**config.mk**
```make
export PLATFORM = sky130hd
export DESIGN_NAME = rf_sequencer
export DESIGN_NICKNAME = d
export VERILOG_FILES = /design/src/rtl/rf_sequencer.sv
export SDC_FILE = /design/constraint.sdc
export NUM_CORES = 1
export LEC_CHECK = 0
export CORE_MARGIN = 2
export CORE_UTILIZATION = 53
export CTS_CLUSTER_DIAMETER = 60
export DETAILED_ROUTE_END_ITERATION = 16
export PLACE_DENSITY = 0.87
export SYNTH_ARGS = -nofsm -noshare
export SYNTH_HDL_FRONTEND = slang
export SYNTH_SLANG_ARGS = --single-unit
```
**constraint.sdc**
```tcl
create_clock -name i_clk -period 4.5 [get_ports i_clk]
set_input_delay 0.9 -clock i_clk [delete_from_list [all_inputs] [get_ports i_clk]]
set_output_delay 0.9 -clock i_clk [all_outputs]
set_load 0.03 [all_outputs]
```
**src/rtl/rf_sequencer.sv**
```systemverilog
// Fetch/decode/execute control FSM for the cpu16 core. It drives the register file's read
// addresses, write port and PC count-enable, and fetches over a req/ack memory handshake.
module rf_sequencer #(
  parameter logic [15:0] RESET_PC = 16'h0000
) (
  input  logic        i_clk,
  input  logic        i_rst_n,
  output logic        o_mem_req,
  output logic [15:0] o_mem_addr,
  input  logic        i_mem_ack,
  input  logic [15:0] i_mem_rdata,
  output logic [2:0]  o_rf_read_addr1,
  output logic [2:0]  o_rf_read_addr2,
  input  logic [15:0] i_rf_read_data1,
  input  logic [15:0] i_rf_read_data2,
  input  logic [15:0] i_program_counter,
  output logic        o_rf_write_enable,
  output logic [2:0]  o_rf_write_address,
  output logic [15:0] o_rf_write_data,
  output logic        o_rf_count_enable,
  output logic        o_halted
);

  typedef enum logic [2:0] {StInit, StFetch, StDecode, StExecute, StHalt} state_e;

  state_e      state_q, state_d;
  logic [15:0] instr_q, instr_d;
  logic [15:0] result_q, result_d;
  logic [15:0] alu_result;
  logic [3:0]  op;
  logic [2:0]  rd;

  assign op              = instr_q[15:12];
  assign rd              = instr_q[11:9];
  assign o_rf_read_addr1 = instr_q[8:6];
  assign o_rf_read_addr2 = instr_q[5:3];

  always_comb begin
    alu_result = '0;
    case (op)
      4'h0:    alu_result = i_rf_read_data1 + i_rf_read_data2;
      4'h1:    alu_result = i_rf_read_data1 - i_rf_read_data2;
      4'h2:    alu_result = i_rf_read_data1 & i_rf_read_data2;
      4'h3:    alu_result = i_rf_read_data1 | i_rf_read_data2;
      4'h4:    alu_result = i_rf_read_data1 ^ i_rf_read_data2;
      4'h5:    alu_result = {{7{instr_q[8]}}, instr_q[8:0]};
      4'h6:    alu_result = i_rf_read_data1;
      default: alu_result = '0;
    endcase
  end

  always_ff @(posedge i_clk) begin
    if (!i_rst_n) begin
      state_q  <= StInit;
      instr_q  <= '0;
      result_q <= '0;
    end else begin
      state_q  <= state_d;
      instr_q  <= instr_d;
      result_q <= result_d;
    end
  end

  always_comb begin
    state_d            = state_q;
    instr_d            = instr_q;
    result_d           = result_q;
    o_mem_req          = 1'b0;
    o_mem_addr         = '0;
    o_rf_write_enable  = 1'b0;
    o_rf_write_address = '0;
    o_rf_write_data    = '0;
    o_rf_count_enable  = 1'b0;
    o_halted           = 1'b0;
    // Outputs stay quiet while reset is held so INIT only writes r7 once reset is released.
    if (i_rst_n) begin
      unique case (state_q)
        StInit: begin
          o_rf_write_enable  = 1'b1;
          o_rf_write_address = 3'd7;
          o_rf_write_data    = RESET_PC;
          state_d            = StFetch;
        end
        StFetch: begin
          o_mem_req  = 1'b1;
          o_mem_addr = i_program_counter;
          if (i_mem_ack) begin
            instr_d           = i_mem_rdata;
            o_rf_count_enable = 1'b1;
            state_d           = StDecode;
          end
        end
        StDecode: begin
          result_d = alu_result;
          state_d  = StExecute;
        end
        StExecute: begin
          if (op <= 4'h5) begin
            o_rf_write_enable  = 1'b1;
            o_rf_write_address = rd;
            o_rf_write_data    = result_q;
          end else if (op == 4'h6) begin
            o_rf_write_enable  = 1'b1;
            o_rf_write_address = 3'd7;
            o_rf_write_data    = result_q;
          end
          state_d = (op == 4'hF) ? StHalt : StFetch;
        end
        StHalt: begin
          o_halted = 1'b1;
        end
        default: state_d = StInit;
      endcase
    end
  end

endmodule

```
==> results of run 1 <==
tightest hold or removal path, delay by kind of cell (launching register included):
family / cells / cell delay [ps]
AOI/OAI and AO/OA: 1 / 50
and+or+nand+nor: 1 / 50
DFF: 1 / 310
layout by cell type, fill, tap and decap left out, types with 4 or more instances in the layout:
cell,n
a21o_1,5
a21oi_1,50
a221oi_1,5
a22oi_1,7
a31oi_1,10
and2_1,37
and3_1,5
clkbuf_8,5
clkdlybuf4s50_1,111
dfxtp_1,35
ha_1,48
inv_1,36
mux2_2,4
nand2_1,68
nand2b_1,9
nand3_1,11
nor2_1,30
o211ai_1,5
o21ai_0,25
o21ai_1,6
o22ai_1,5
o31ai_1,5
xnor2_1,21
cell usage after synthesis (2+ instances only):
cell type	instances
dfxtp_1	35
a21boi_0	3
nor2_1	30
xor2_1	3
nand2b_1	9
o41ai_1	2
buf_2	12
a31oi_1	10
a22oi_1	7
a221oi_1	5
inv_1	36
mux2i_1	3
and3_1	5
and2_4	2
o21ai_0	25
nor4_4	3
and2_1	37
clkbuf_2	2
a21oi_1	50
o31ai_1	5
nor3_1	3
o211ai_1	5
buf_4	8
o22ai_1	5
nand2_1	68
buf_6	4
nand4_1	2
xnor2_1	21
ha_1	48
nor3b_1	2
nand4bb_1	2
mux2_2	4
o21ai_1	6
a21o_1	5
a32oi_1	2
clkbuf_1	5
a311oi_1	2
o21a_1	2
nand3_1	11
cell families (layout without fill, tap and decap cells):
| family | count (synthesis) | count (layout) | share of synthesized area (%) |
|---|---|---|---|
| simple gates | 184 | 184 | 25.28 |
| compound gates | 148 | 148 | 24.51 |
| buf+inv | 68 | 158 | 8.545 |
| fa+ha+maj | 49 | 49 | 15.93 |
| flops | 35 | 35 | 17.99 |
| xor+xnor | 25 | 25 | 5.815 |
| mux | 7 | 7 | 1.927 |
flip-flops by register name (all words and copies together), names as in the netlist:
| name | flops |
|---|---|
| instr_q | 16 |
| state_q | 3 |
| result_q | 16 |
worst paths after layout:
kind | startpoint | endpoint | slack [ps] | cells after the start
setup / recovery | i_rst_n | o_rf_write_data[8] | 640 | 5
hold / removal | instr_q[10] | instr_q[10] | 470 | 2
setup reg to reg | instr_q[12] | result_q[9] | 910 | 10
hold reg to reg | instr_q[10] | instr_q[10] | 470 | 2
layout make-up:
cell class / instances / area [um2]
Fill cell: 580 / 2131
Clock inverter: 3 / 20.02
Tap cell: 99 / 123.9
Clock buffer: 5 / 68.82
Sequential cell: 35 / 700.7
Inverter: 37 / 138.9
Timing Repair Buffer: 113 / 1126
Multi-Input combinational cell: 413 / 2867
per-layer routing:
metal	routed length [um]	part of all wire, %
met3	990	8.4
met5	0	0
met2	5687	48
met4	393	3.3
met1	4771	40
power by group through the flow:
| stage | Clock, W | Sequential (W) | Combinational [W] |
|---|---|---|---|
| CTS | 0.000232 | 0.000349 | 0.000452 |
| finish | 0.000231 | 0.000350 | 0.000459 |
| floorplan | 0 | 0.000343 | 0.000298 |
| global route | 0.000243 | 0.000352 | 0.000499 |
| global placement | 0 | 0.000356 | 0.000439 |
| detailed placement | 0 | 0.000356 | 0.000449 |
metrics by stage:
step	instance area [um2]	util (%)	setup slack, ps	cells
after CTS	5045	70.31	686.1	705
after floorplan	3895	-	1471	516
after global routing	5045	70.31	503.6	705
final	5045	70.31	641.4	705
after global placement	4956	69.07	726.5	697
after detailed placement	4956	69.07	545.5	697
==> out/qor.txt, run 1 <==
Run status: finished clean
Die Span Y: 89.73 um
Grt ovf: 0
Post-DP HPWL: 9218 um
Crit Path Max Fanout: 16
Vias in the first global route: 3834
Critical Path Max Stage Delay: 680 ps
Die Footprint: 8051 um2
Drt drc: 0
Clock Skew: 7.713 ps
IO Port Bufs: 111
Post-synth EDFFs: 0
TritonCTS clock tree: done
Reg power frac: 33.7%
Max-slew headroom: 38.94%
Clk Latency, worst-skew pair: 300 ps
First-pass GRT wire length: 18820 um
Drt total wl: 11840 um
Final hold violation count: 0
Fmax: 0.2592 GHz
Area contributors post-synth: dfxtp_1, ha_1, nand2_1
Predominant post-synthesis flop cell: dfxtp_1
Number of synthesis warnings: 0
Worst hold margin: 465.8 ps
TritonCTS Buffers: 5
CTS root buf: clkbuf_8
Largest area contributor in the netlist: dfxtp_1
Met3 GRT Util: 4.694%
Largest net degree at the start of global routing: 24
Total Power: 0.001039 W
Site Rows: 31
Grt met1 use: 34.77%
Via count: 4164
WL per Instance: 16.80 um
Net Switching: 0.0003978 W
Clock network fraction of design power: 22.2%
Max VDD drop: 126.0 uV
Comb pwr share: 44.2%
Share of the yosys chip area belonging to registers: 17.99%
Die W: 89.73 um
Delay-heaviest family, CP: buffers and inverters
Top cell type's share of synthesized area: 17.99%
Via density: 5.906
Hold_buf cts: 0
ANT nets after route: 0
CP Data Required Time: 3600 ps
CTS clk-pin slew, worst paths: 70 ps
Grt met2 use: 48.74%
Router iterations before antenna repair: 5
Io pins: 112
Busiest grt layer: met2
Worst path bufs/invs: 2
Final worst path period share: 85.75%
Post-cts resize count: 0
# setup viols final: 0
Setup Crit Path Kind: input port to output port
Sw frac: 38.28%
Fin. max-slew vios: 0
Mapped cell area: 3895 um2
Leak: 2.017 nW
Overall routing resource usage: 28.25%
Synth Register Bits: 35
Worst Tran Pin Value: 914.7 ps
RSZ-0062 raised after global routing: no
Final net count: 721
Crit-path slowest cell: clkdlybuf4s50_1
Final min period: 3859 ps
Clock Path Buffers: 2
Initial antenna violation count: 0
Post-CTS Setup Bufs: 0
CP startpoint kind: input port
Post-synthesis to final-layout area growth: 29.52%
PwrDens: 206.0 nW/um2
Gate Count Post-Synth: 516
Crit path top cell by count: clkdlybuf4s50_1
Drt initial violations: 314
N_diodes: 0
Int Pwr: 0.0006413 W
H-tree levels: 2
Initial Util: 54.28%
Crit end category: output port
Mapped Nets: 632
Core Region: 7176 um2
Max_cap viols: 0
Layout cell share with drive strength beyond 1: 4.950%
TritonCTS Sinks: 35
Mapped Avg Cell Area: 7.548 um2
Cells along the critical path: clkdlybuf4s50_1 -> nand2_1 -> nor2_2 -> and2_1 -> clkdlybuf4s50_1
Sum Neg Setup Slack: 0 ps
Routability-driven placement congestion ratio: 1.035
Arr. time, crit path: 2960 ps
Netlist cell types: 66
Post-synthesis async set-or-reset flop share: 0%
Class of the worst hold path: register to register
Note: power is estimated with default switching activity, not from simulation.
==> inputs of run 2 (changes only) <==
--- a/config.mk
+++ b/config.mk
@@ -5,11 +5,12 @@
 export SDC_FILE = /design/constraint.sdc
 export NUM_CORES = 1
 export LEC_CHECK = 0
+export CAP_MARGIN = 5
 export CORE_MARGIN = 2
-export CORE_UTILIZATION = 53
+export CORE_UTILIZATION = 37
 export CTS_CLUSTER_DIAMETER = 60
 export DETAILED_ROUTE_END_ITERATION = 16
-export PLACE_DENSITY = 0.87
+export PLACE_DENSITY = 0.64
 export SYNTH_ARGS = -nofsm -noshare
 export SYNTH_HDL_FRONTEND = slang
 export SYNTH_SLANG_ARGS = --single-unit
==> out/qor.txt, run 2 (synthesis gave the netlist of run 1 again) <==
Run status: finished clean
CP startpoint kind: input port
Via count: 4000 (-3.9%)
Final hold violation count: 0 (unchanged)
Worst Hold End: instr_q[11]
Via density: 5.391 (-8.7%)
Die Footprint: 11360 um2 (+41%)
TritonCTS clock tree: done
Initial Util: 37.90% (-16 points)
Core Region: 10280 um2 (+43%)
CP Data Required Time: 3600 ps (about the same)
Clock Path Buffers: 2 (unchanged)
Commonest non-fill, non-tap cell in the layout: clkdlybuf4s50_1
Worst Hold Launch: instr_q[11]
Fmax: 0.2574 GHz (-0.68%)
First-pass GRT wire length: 19680 um (+4.6%)
N_diodes: 0 (unchanged)
TritonCTS Sinks: 35 (unchanged)
Largest net degree at the start of global routing: 21 (-13%)
Die W: 106.6 um (+19%)
Crit end category: output port
Class of the worst hold path: register to register
Vias in the first global route: 3807 (-0.70%)
Drt total wl: 12310 um (+4.0%)
Initial antenna violation count: 0 (unchanged)
Final worst path period share: 86.33% (+0.59 points)
Arr. time, crit path: 2990 ps (+30 ps)
CTS clk-pin slew, worst paths: 70 ps (about the same)
Max VDD drop: 121.7 uV (-3.4%)
Site Rows: 37 (+19%)
Post-cts resize count: 0 (unchanged)
ANT nets after route: 0 (unchanged)
Leak: 2.033 nW (+0.77%)
Layout cell share with drive strength beyond 1: 4.950% (unchanged)
Largest regs: instr_q (16), result_q (16), state_q (3)
Post-DP HPWL: 9435 um (+2.4%)
Hold_buf cts: 0 (unchanged)
Final instance count without filler cells: 742 (+5.2%)
Hold-critical path depth: 2 (unchanged)
Io pins: 112 (unchanged)
Post-synthesis to final-layout area growth: 31.35%
Sum Neg Setup Slack: 0 ps (unchanged)
Clock Skew: 8.414 ps (+0.7014 ps)
RR Startpoint: instr_q[15]
Placed cells: 735 (+5.5%)
FF-to-FF End: result_q[12]
Final net count: 722 (+0.14%)
Fin util: 49.78% (-21 points)
Crit Path Max Fanout: 16 (unchanged)
Cells on worst reg2reg path: 11 (+1)
Setup Crit Path Kind: input port to output port
Die Span Y: 106.6 um (+19%)
Flop-to-flop setup slack: 1190 ps (+280 ps)
H-tree levels: 2 (unchanged)
RSZ-0062 raised after global routing: no
Post-CTS Setup Bufs: 0 (unchanged)
TritonCTS Buffers: 5 (unchanged)
Overall routing resource usage: 21.54% (-6.7 points)
CTS root buf: clkbuf_8
Fin. max-slew vios: 0 (unchanged)
IO Port Bufs: 111 (unchanged)
Filler cells: 1022 (+76%)
# setup viols final: 0 (unchanged)
Drt initial violations: 198 (-37%)
Worst Tran Pin Value: 817.8 ps (-96.86 ps)
PwrDens: 213.4 nW/um2 (+3.6%)
Grt ovf: 0 (unchanged)
WL per Instance: 16.59 um (-1.2%)
Routability-driven placement congestion ratio: 0.9796 (-5.3%)
Commonest cells after routing, fill and taps aside: clkdlybuf4s50_1, nand2_1, a21oi_1
Max_cap viols: 0 (unchanged)
Router iterations before antenna repair: 5 (unchanged)
Max-slew headroom: 45.36% (+6.4 points)
Final min period: 3885 ps (+26.49 ps)
Clk Latency, worst-skew pair: 290 ps (about the same)
Drt drc: 0 (unchanged)
-- run 2: worst max-delay path by stage --
stage	start	depth (start not counted)	slack, ps	end
after floorplan	i_rf_read_data2[5]	11	1470	result_q[15]
after global placement	i_rst_n	5	600	o_rf_write_data[5]
after detailed placement	i_rst_n	5	590	o_rf_write_data[5]
after CTS	i_rst_n	5	580	o_rf_write_data[5]
after global routing	i_rst_n	5	420	o_mem_addr[13]
final	i_rst_n	5	610	o_rf_write_data[5]
-- run 2: cell type report --
cell class,instances,area (um2),area share [%]
inverters,37,138.9,2.715
clock inverters,2,37.54,0.7337
flip-flops and latches,35,700.7,13.70
repair buffers,114,1134,22.16
clock buffers,5,68.82,1.345
well taps,136,170.2,3.326
multi-input cells,413,2867,56.03
-- run 2: per-stage QoR --
stage / total power, W / instance area [um2] / setup slack, ps / hold WS [ps]
6_report: 0.001092 / 5116 / 614.9 / 456.0
5_1_grt: 0.001161 / 5116 / 419.2 / 481.4
4_1_cts: 0.001095 / 5116 / 575.5 / 458.8
3_5_place_dp: 0.0008033 / 5010 / 594.3 / 448.1
3_3_place_gp: 0.0007993 / 5010 / 599.2 / 445.5
2_1_floorplan: 0.0006410 / 3895 / 1471 / 436.1
-- run 2: where the power goes --
part | total (W) | switching [W] | internal (W)
Sequential | 0.000348 | 0.0000201 | 0.000328
Combinational | 0.000453 | 0.000247 | 0.000206
Clock | 0.000290 | 0.000128 | 0.000162
Total | 0.00109 | 0.000396 | 0.000696
-- run 2: worst max-delay path: stages --
cell	delay, ps
clkdlybuf4s50_1	490
nand2_1	80
nor2_2	580
and2_1	250
clkdlybuf4s50_1	680
-- run 2: metal layers --
metal	wire [um]	global-route usage (%)	share of wire, %	vias up
met2	5665	36.12	46	161
met4	272	5.195	2.2	0
met5	0	0	0	-
li1	-	-	-	1973
met1	5530	29.03	45	1845
met3	841	3.283	6.8	21
